File: config.mk
export PLATFORM = sky130hd
export DESIGN_NAME = led_frame_buffer
export DESIGN_NICKNAME = d
export VERILOG_FILES = /design/src/rtl/led_frame_buffer.sv
export SDC_FILE = /design/constraint.sdc
export NUM_CORES = 1
export LEC_CHECK = 0
export CAP_MARGIN = 20
export CORE_MARGIN = 4
export CORE_UTILIZATION = 62
export DETAILED_ROUTE_END_ITERATION = 8
export GPL_TIMING_DRIVEN = 0
export PLACE_DENSITY = 0.79
export SYNTH_ARGS = -nofsm -noshare
export SYNTH_HDL_FRONTEND = slang
export SYNTH_SLANG_ARGS = --single-unit
File: constraint.sdc
create_clock -name clk -period 3.6 [get_ports clk]
set_clock_uncertainty 0.1 [all_clocks]
set_input_delay 0.72 -clock clk [delete_from_list [all_inputs] [get_ports clk]]
set_output_delay 0.72 -clock clk [all_outputs]
set_load 0.05 [all_outputs]
File: src/rtl/led_frame_buffer.sv
// Double-buffered RGB store for a WS2812B driver.
// Bank swap on commit, frame-end detection and inter-frame guard.
module led_frame_buffer #(
  parameter int MAX_POS = 16,
  parameter int GUARD_CYCLES = 2700,
  localparam int IW = $clog2(MAX_POS)
) (
  input  logic          clk,
  input  logic          reset,
  input  logic          wr_en,
  input  logic [IW-1:0] wr_addr,
  input  logic [7:0]    wr_red,
  input  logic [7:0]    wr_green,
  input  logic [7:0]    wr_blue,
  input  logic          commit,
  output logic          busy,
  output logic          update_frame,
  input  logic [IW-1:0] led_index,
  output logic [7:0]    red_intensity,
  output logic [7:0]    green_intensity,
  output logic [7:0]    blue_intensity,
  output logic          frame_done
);

  localparam int GW = $clog2(GUARD_CYCLES);
  localparam logic [IW-1:0] LAST = IW'(MAX_POS - 1);
  localparam logic [GW-1:0] GLAST = GW'(GUARD_CYCLES - 1);
  localparam logic [IW:0] LIMIT = (IW + 1)'(MAX_POS);

  typedef enum logic [1:0] {
    IDLE,
    REQUEST,
    GUARD
  } state_t;

  state_t state, state_n;
  logic bank_sel, bank_n;
  logic pend, pend_n;
  logic upd_n, done_n;
  logic [GW-1:0] guard_cnt, gcnt_n;
  logic [IW-1:0] prev_index, prev_n;

  logic [23:0] mem [2][MAX_POS];
  logic wr_ok, rd_ok;

  assign wr_ok = wr_en && ({1'b0, wr_addr} < LIMIT);
  assign rd_ok = {1'b0, led_index} < LIMIT;
  assign busy = (state != IDLE) || pend;

  // Writes always target the back bank, so the front bank is never disturbed.
  always_ff @(posedge clk) begin
    if (wr_ok) mem[~bank_sel][wr_addr] <= {wr_green, wr_red, wr_blue};
  end

  always_ff @(posedge clk) begin
    if (reset) begin
      {green_intensity, red_intensity, blue_intensity} <= '0;
    end else if (rd_ok) begin
      {green_intensity, red_intensity, blue_intensity} <=
        mem[bank_sel][led_index];
    end else begin
      {green_intensity, red_intensity, blue_intensity} <= '0;
    end
  end

  always_ff @(posedge clk) begin
    if (reset) begin
      state <= IDLE;
      bank_sel <= 1'b0;
      pend <= 1'b0;
      update_frame <= 1'b0;
      frame_done <= 1'b0;
      guard_cnt <= '0;
      prev_index <= '0;
    end else begin
      state <= state_n;
      bank_sel <= bank_n;
      pend <= pend_n;
      update_frame <= upd_n;
      frame_done <= done_n;
      guard_cnt <= gcnt_n;
      prev_index <= prev_n;
    end
  end

  always_comb begin
    state_n = state;
    bank_n = bank_sel;
    pend_n = pend;
    upd_n = update_frame;
    done_n = 1'b0;
    gcnt_n = guard_cnt;
    prev_n = prev_index;
    unique case (state)
      IDLE: begin
        if (commit) begin
          bank_n = ~bank_sel;
          upd_n = 1'b1;
          prev_n = '0;
          state_n = REQUEST;
        end
      end
      REQUEST: begin
        prev_n = led_index;
        if (commit) pend_n = 1'b1;
        if (prev_index == LAST && led_index == '0) begin
          upd_n = 1'b0;
          done_n = 1'b1;
          gcnt_n = '0;
          state_n = GUARD;
        end
      end
      GUARD: begin
        gcnt_n = guard_cnt + 1'b1;
        if (commit) pend_n = 1'b1;
        if (guard_cnt == GLAST) begin
          if (pend || commit) begin
            bank_n = ~bank_sel;
            pend_n = 1'b0;
            upd_n = 1'b1;
            prev_n = '0;
            state_n = REQUEST;
          end else begin
            state_n = IDLE;
          end
        end
      end
      default: state_n = IDLE;
    endcase
  end

endmodule

# [Word level (Yosys, flattened, before mapping)]
# Memories as Yosys holds them, arrays and structs flattened. A register that Yosys moved wholly into a read port is not among the register bits.
# Index checks and enable logic that the tools add are counted.
[word_totals] regBits=46 ramBits=768 out_inout_bits=27 n_memories=1
[mem_list] memory="mem" depth=2 word_bits=384 rd=1 rd_ports_with_merged_regs=1 wr=1 line_no="43" text="logic [23:0] mem [2][MAX_POS];"
[op_classes] add_sub_neg=1 order_cmp=3 n_eq_ne=8 n_mux=34 bitwise_logic=4 reduce_logical=16
[ops] cell="$mux W384" count=1
[ops] cell="$bmux W24 S4" count=1
[ops] cell="$demux W24 S4" count=1
[ops] cell="$mux W24" count=3
[ops] cell="$pmux W12 S2" count=1
[ops] cell="$mux W1" count=15
[ops] cell="$add A12 B1 Y12 const B" count=1
[ops] cell="$eq A12 B12 Y1 const B" count=1
[ops] cell="$mux W12" count=1
[ops] cell="$mux W4" count=3
[ops] cell="$pmux W4 S3" count=1
[ops] cell="$ge A5 B5 Y1 const B" count=2
[ops] cell="$not A4 Y5" count=2
[ops] cell="$ne A2 B2 Y1 const B" count=4
[ops] cell="$reduce_and A4 Y1" count=2
[ops] cell="$mux W2" count=3
[ops] cell="$pmux W2 S3" count=1
[ops] cell="$reduce_bool A2 Y1" count=3
[ops] cell="$lt A5 B1 Y1 const B" count=1
[ops] cell="$reduce_and A5 Y1" count=1
[ops] cell="$eq A4 B4 Y1 const B" count=1
[ops] cell="$logic_not A4 Y1" count=1
[ops] cell="$pmux W1 S2" count=2
[ops] cell="$pmux W1 S3" count=1
[ops] cell="10 further kinds" count=13

# [Longest topological paths before layout]
[logic_depth] ltp_word=6 depth_mapped=8 ltp_nobuf=7

# [Least setup slack after synthesis]
# No wires, ideal clock.
[synth_timing] kind="input-to-reg" start="input wr_addr[2]" end="memory mem[0][312] (netlist name), enable pin" setup_ps=405 arrival_ps=2402 t_required_ps=3095 slack_ps=693 stages=3 n_path_buf=1 cell_sequence="or3b_2 > clkbuf_1 > nor2_1"
[synth_between] elab_chain_len=6
[synth_rtl] item="start: declaration" line_no="11" text="input logic [IW-1:0] wr_addr,"
[synth_rtl] item="$not A4 Y5 *" line_no="52" text="if (wr_ok) mem[~bank_sel][wr_addr] <= {wr_green, wr_red, wr_blue};"
[synth_rtl] item="$ge A5 B5 Y1 (implied by the code) or $lt A5 B1 Y1 (tied branches)" line_no="52"
[synth_rtl] item="$logic_and A1 B1 Y1 (implied by the code)" line_no="52"
[synth_rtl] item="$mux W24 (implied by the code)" line_no="52"
[synth_rtl] item="$demux W24 S4 *" line_no="52"
[synth_rtl] item="$mux W384 (implied by the code) *" line_no="52"
[synth_rtl] item="end: declaration" line_no="43"
# Every way passes the cells marked *; elsewhere a longest branch is shown, timed or not.

# [Worst setup path in the final report]
[layout_timing] start="input led_index[3]" end="register green_intensity[5]"
[layout_between] elab_chain_len=4
[layout_rtl] item="start: declaration" line_no="18" text="input logic [IW-1:0] led_index,"
[layout_rtl] item="$not A4 Y5 (implied by the code)" line_no="60" text="mem[bank_sel][led_index];"
[layout_rtl] item="$bmux W24 S4" line_no="60"
[layout_rtl] item="$mux W24 (implied by the code) (2 in series)" line_no="60"
[layout_rtl] item="end signal: assignment" line_no="59" text="{green_intensity, red_intensity, blue_intensity} <="
[layout_rtl] item="end: declaration" line_no="20" text="output logic [7:0] green_intensity,"
# No other way between the ends. The select of a mux whose other input is x is not followed.
# A chain may end at the register's enable or synchronous reset.

==> impl_metrics.py <==
metrics = {
    "pwr": {
        "leakagePower_nw": 11.5,
        "pwr-share-comb": 0.156,
        "power_frac_clock": 0.370,
        "power_switching_mw": 5.57,
        "power.density_nw_per_um2": 622,
        "peakVddDrop_v": 0.000417,
        "power_mw": 22.5,
        "pwr-share-seq": 0.474,
        "internal_power_mw": 16.9,
        "swShare": 0.248,
    },
    "clock_network": {
        "cts_buffers": 79,
        "cts_resized": 0,
        "clockBufferDepth": 3,
        "cts-htree-levels": 3,
        "ctsHoldBuffers": 0,
        "path_clk_slew_ps": 60,
        "post-cts-setup-buffers": 0,
        "clock-sinks": 815,
        "cts_tree": "done",
        "clk_latency_ps": 630,
        "root_buffer": "clkbuf_16",
    },
    "finish": {
        "nFillCells": 2614,
        "fin_cells": 2380,
        "layout-drive-gt1-share": 0.238,
        "antenna_cells": 0,
        "area_growth_pct": 16.8,
        "nets": 1697,
        "fin_area_um2": 36200,
        "seqCellArea_um2": 24000,
        "multi_input_area_um2": 6740,
    },
    "synthesis": {
        "yosysUniqueCellTypes": 49,
        "syn_area_um2": 31000,
        "synthArstFlopShare": 0,
        "synth_warnings": 0,
        "ys.flop_type": "edfxtp_1",
        "synth_cells": 1473,
        "synth-seq-cells": 815,
        "syn_avg_cell_area_um2": 21.0,
        "synthesis.nets": 1515,
        "seq_area_frac_synth": 0.775,
        "synth_edf_count": 768,
    },
    "critical_path": {
        "cp_top_family": "buffers and inverters",
        "cp.required_ps": 3950,
        "arrival_ps": 3590,
        "cp_cell_sequence": "clkdlybuf4s50_1 > buf_4 > nand2_1 > nor2_1 > buf_2 > a22oi_1 > a41oi_1",
        "worstSetupEndpointType": "flop",
        "slowest_stage": "nor2_1",
        "crit_path_max_fanout": 10,
        "cpPeakStageDelay_ps": 730,
        "criticalPathCategory": "primary input to flop",
        "path_buf_inv": 3,
        "start_kind": "primary input",
    },
    "route": {
        "dr_total_vias": 16400,
        "wl_per_cell_um": 32.8,
        "drtIter0Drc": 2731,
        "drc": 0,
        "ant_nets": 0,
        "viasPerCell": 6.90,
        "dr.pass1.iters": 6,
        "routed_wl_mm": 78.1,
    },
    "die": {
        "dieArea_um2": 53600,
        "placementRows": 81,
        "initial_utilization": 0.630,
        "core-area_um2": 49200,
        "die_height_um": 231,
        "pin_count": 63,
        "fp.dieW_um": 231,
    },
    "place": {
        "placed_cells": 2215,
        "portBuffers": 59,
        "place.gp.congestion": 0.854,
        "dpl_worst_slack_ps": -13.8,
        "dpl_cell_area_um2": 33000,
        "dp.final_hpwl_mm": 46.0,
    },
    "timing": {
        "setup_violations": 0,
        "fin_crit_sh": 0.900,
        "relSlewSlack": 0.258,
        "hold_violations": 0,
        "rsz0062_at_grt": "false",
        "fmax_ghz": 0.309,
        "fin_crit_ps": 3240,
        "worst_pin_slew_ps": 1110,
        "maxSlewViolCount": 0,
        "layout_setup_ws_ps": 360,
    },
    "outcome": {
        "status": "finished clean",
    },
    "global_route": {
        "grt_pass1_wl_mm": 112,
        "antenna_found_initial": 1,
        "grt-ovfl-total": 0,
        "grt_pass1_vias": 16500,
        "grt_max_degree": 33,
        "grt.total_usage": 0.292,
    },
    "run": {
        "maxCapViolations": 0,
    },
    "hold_path": {
        "hold_path_class": "flop to flop",
    },
}
==> worst paths after layout <==
path / start / to / slack [ps] / depth (start not counted)
setup / recovery: led_index[3] / green_intensity[5]$_SDFF_PP0_ / 360 / 7
hold reg to reg: prev_index[1]$_SDFFE_PP0P_ / prev_index[1]$_SDFFE_PP0P_ / 380 / 2
hold / removal: prev_index[1]$_SDFFE_PP0P_ / prev_index[1]$_SDFFE_PP0P_ / 380 / 2
setup reg to reg: flop / red_intensity[7]$_SDFF_PP0_ / 820 / 6
==> cells in the mapped netlist, drive strengths merged (3+ instances only) <==
cell / n / area, um2
nand3: 33 / 165
inv: 8 / 30.0
edfxtp: 768 / 23100
a221oi: 3 / 26.3
nor4b: 4 / 65.1
nor3: 18 / 100
a31oi: 9 / 62.6
nor2b: 6 / 37.5
a22o: 6 / 52.6
buf: 56 / 349
nand2: 15 / 56.3
ha: 6 / 75.1
and2: 5 / 31.3
xnor2: 10 / 87.6
nand4: 3 / 18.8
dfxtp: 47 / 941
and3: 6 / 37.5
a21oi: 5 / 25.0
a41oi: 18 / 158
a22oi: 102 / 766
mux2i: 78 / 781
mux4: 154 / 3470
clkbuf: 21 / 80.1
nand3b: 5 / 37.5
nor2: 63 / 244
or3b: 3 / 26.3
==> layer usage <==
metal / global-route usage / part of all wire / up-vias
li1: - / - / 6540
met1: 0.413 / 0.35 / 8374
met2: 0.463 / 0.49 / 1304
met3: 0.0634 / 0.13 / 197
met4: 0.102 / 0.037 / 0
met5: 0 / 0 / -
==> cell type report <==
type | count | area share
Sequential cell | 815 | 0.664
Clock buffer | 95 | 0.0575
Clock inverter | 47 | 0.0137
Multi-Input combinational cell | 573 | 0.186
Inverter | 8 | 0.000830
Buffer | 77 | 0.0119
Timing Repair Buffer | 101 | 0.0434
Tap cell | 664 | 0.0230
==> tightest hold or removal path: stages (launching register included) <==
cell and delay [ps]:
dfxtp_1 310, nand3_1 60, o41ai_1 60
==> through the flow <==
| step | hold slack, ps | util | setup TNS, ps |
|---|---|---|---|
| 2_1_floorplan | 333 | - | 0 |
| 3_3_place_gp | 349 | 0.659 | -580690 |
| 3_5_place_dp | 362 | 0.672 | -13.8 |
| 4_1_cts | 377 | 0.725 | 0 |
| 5_1_grt | 401 | 0.736 | 0 |
| 6_report | 375 | 0.736 | 0 |
==> placed cells by master, fill, tap and decap left out, drive strengths merged, types with 5 or more instances in the layout <==
cell | netlist | layout
bufinv | 0 | 10
nor3 | 18 | 18
a41oi | 18 | 18
a21oi | 5 | 5
nand3 | 33 | 33
a22oi | 102 | 102
nand3b | 5 | 5
ha | 6 | 6
nand2 | 15 | 15
mux2i | 78 | 78
clkbuf | 21 | 123
xnor2 | 10 | 10
nor2b | 6 | 6
clkdlybuf4s50 | 0 | 59
clkinv | 0 | 30
a22o | 6 | 6
and2 | 5 | 5
and3 | 6 | 6
nor2 | 63 | 63
inv | 8 | 13
mux4 | 154 | 154
dfxtp | 47 | 47
buf | 56 | 91
edfxtp | 768 | 768
a31oi | 9 | 9
==> sequential cells by signal, indices dropped and copies added (netlist names), 2 cells and up, named ones only <==
signal	count
prev_index	4
state	2
blue_intensity	8
red_intensity	8
green_intensity	8
mem	768
guard_cnt	12
==> power by group through the flow <==
stage	Sequential, mW	Combinational (mW)	Clock [mW]
2_1_floorplan	11.0	2.13	0
3_3_place_gp	10.9	3.22	0
3_5_place_dp	10.9	3.37	0
4_1_cts	10.7	3.42	8.34
5_1_grt	10.7	3.68	8.79
6_report	10.7	3.51	8.33
==> kinds of logic after synthesis <==
group	count (synthesis)	share of synthesized area
simple gates	169	0.0286
buf+inv	85	0.0148
xor+xnor	10	0.00283
flops	815	0.775
mux	232	0.137
fa+ha+maj	6	0.00242
compound gates	156	0.0388
(Power assumes the default switching activity.)
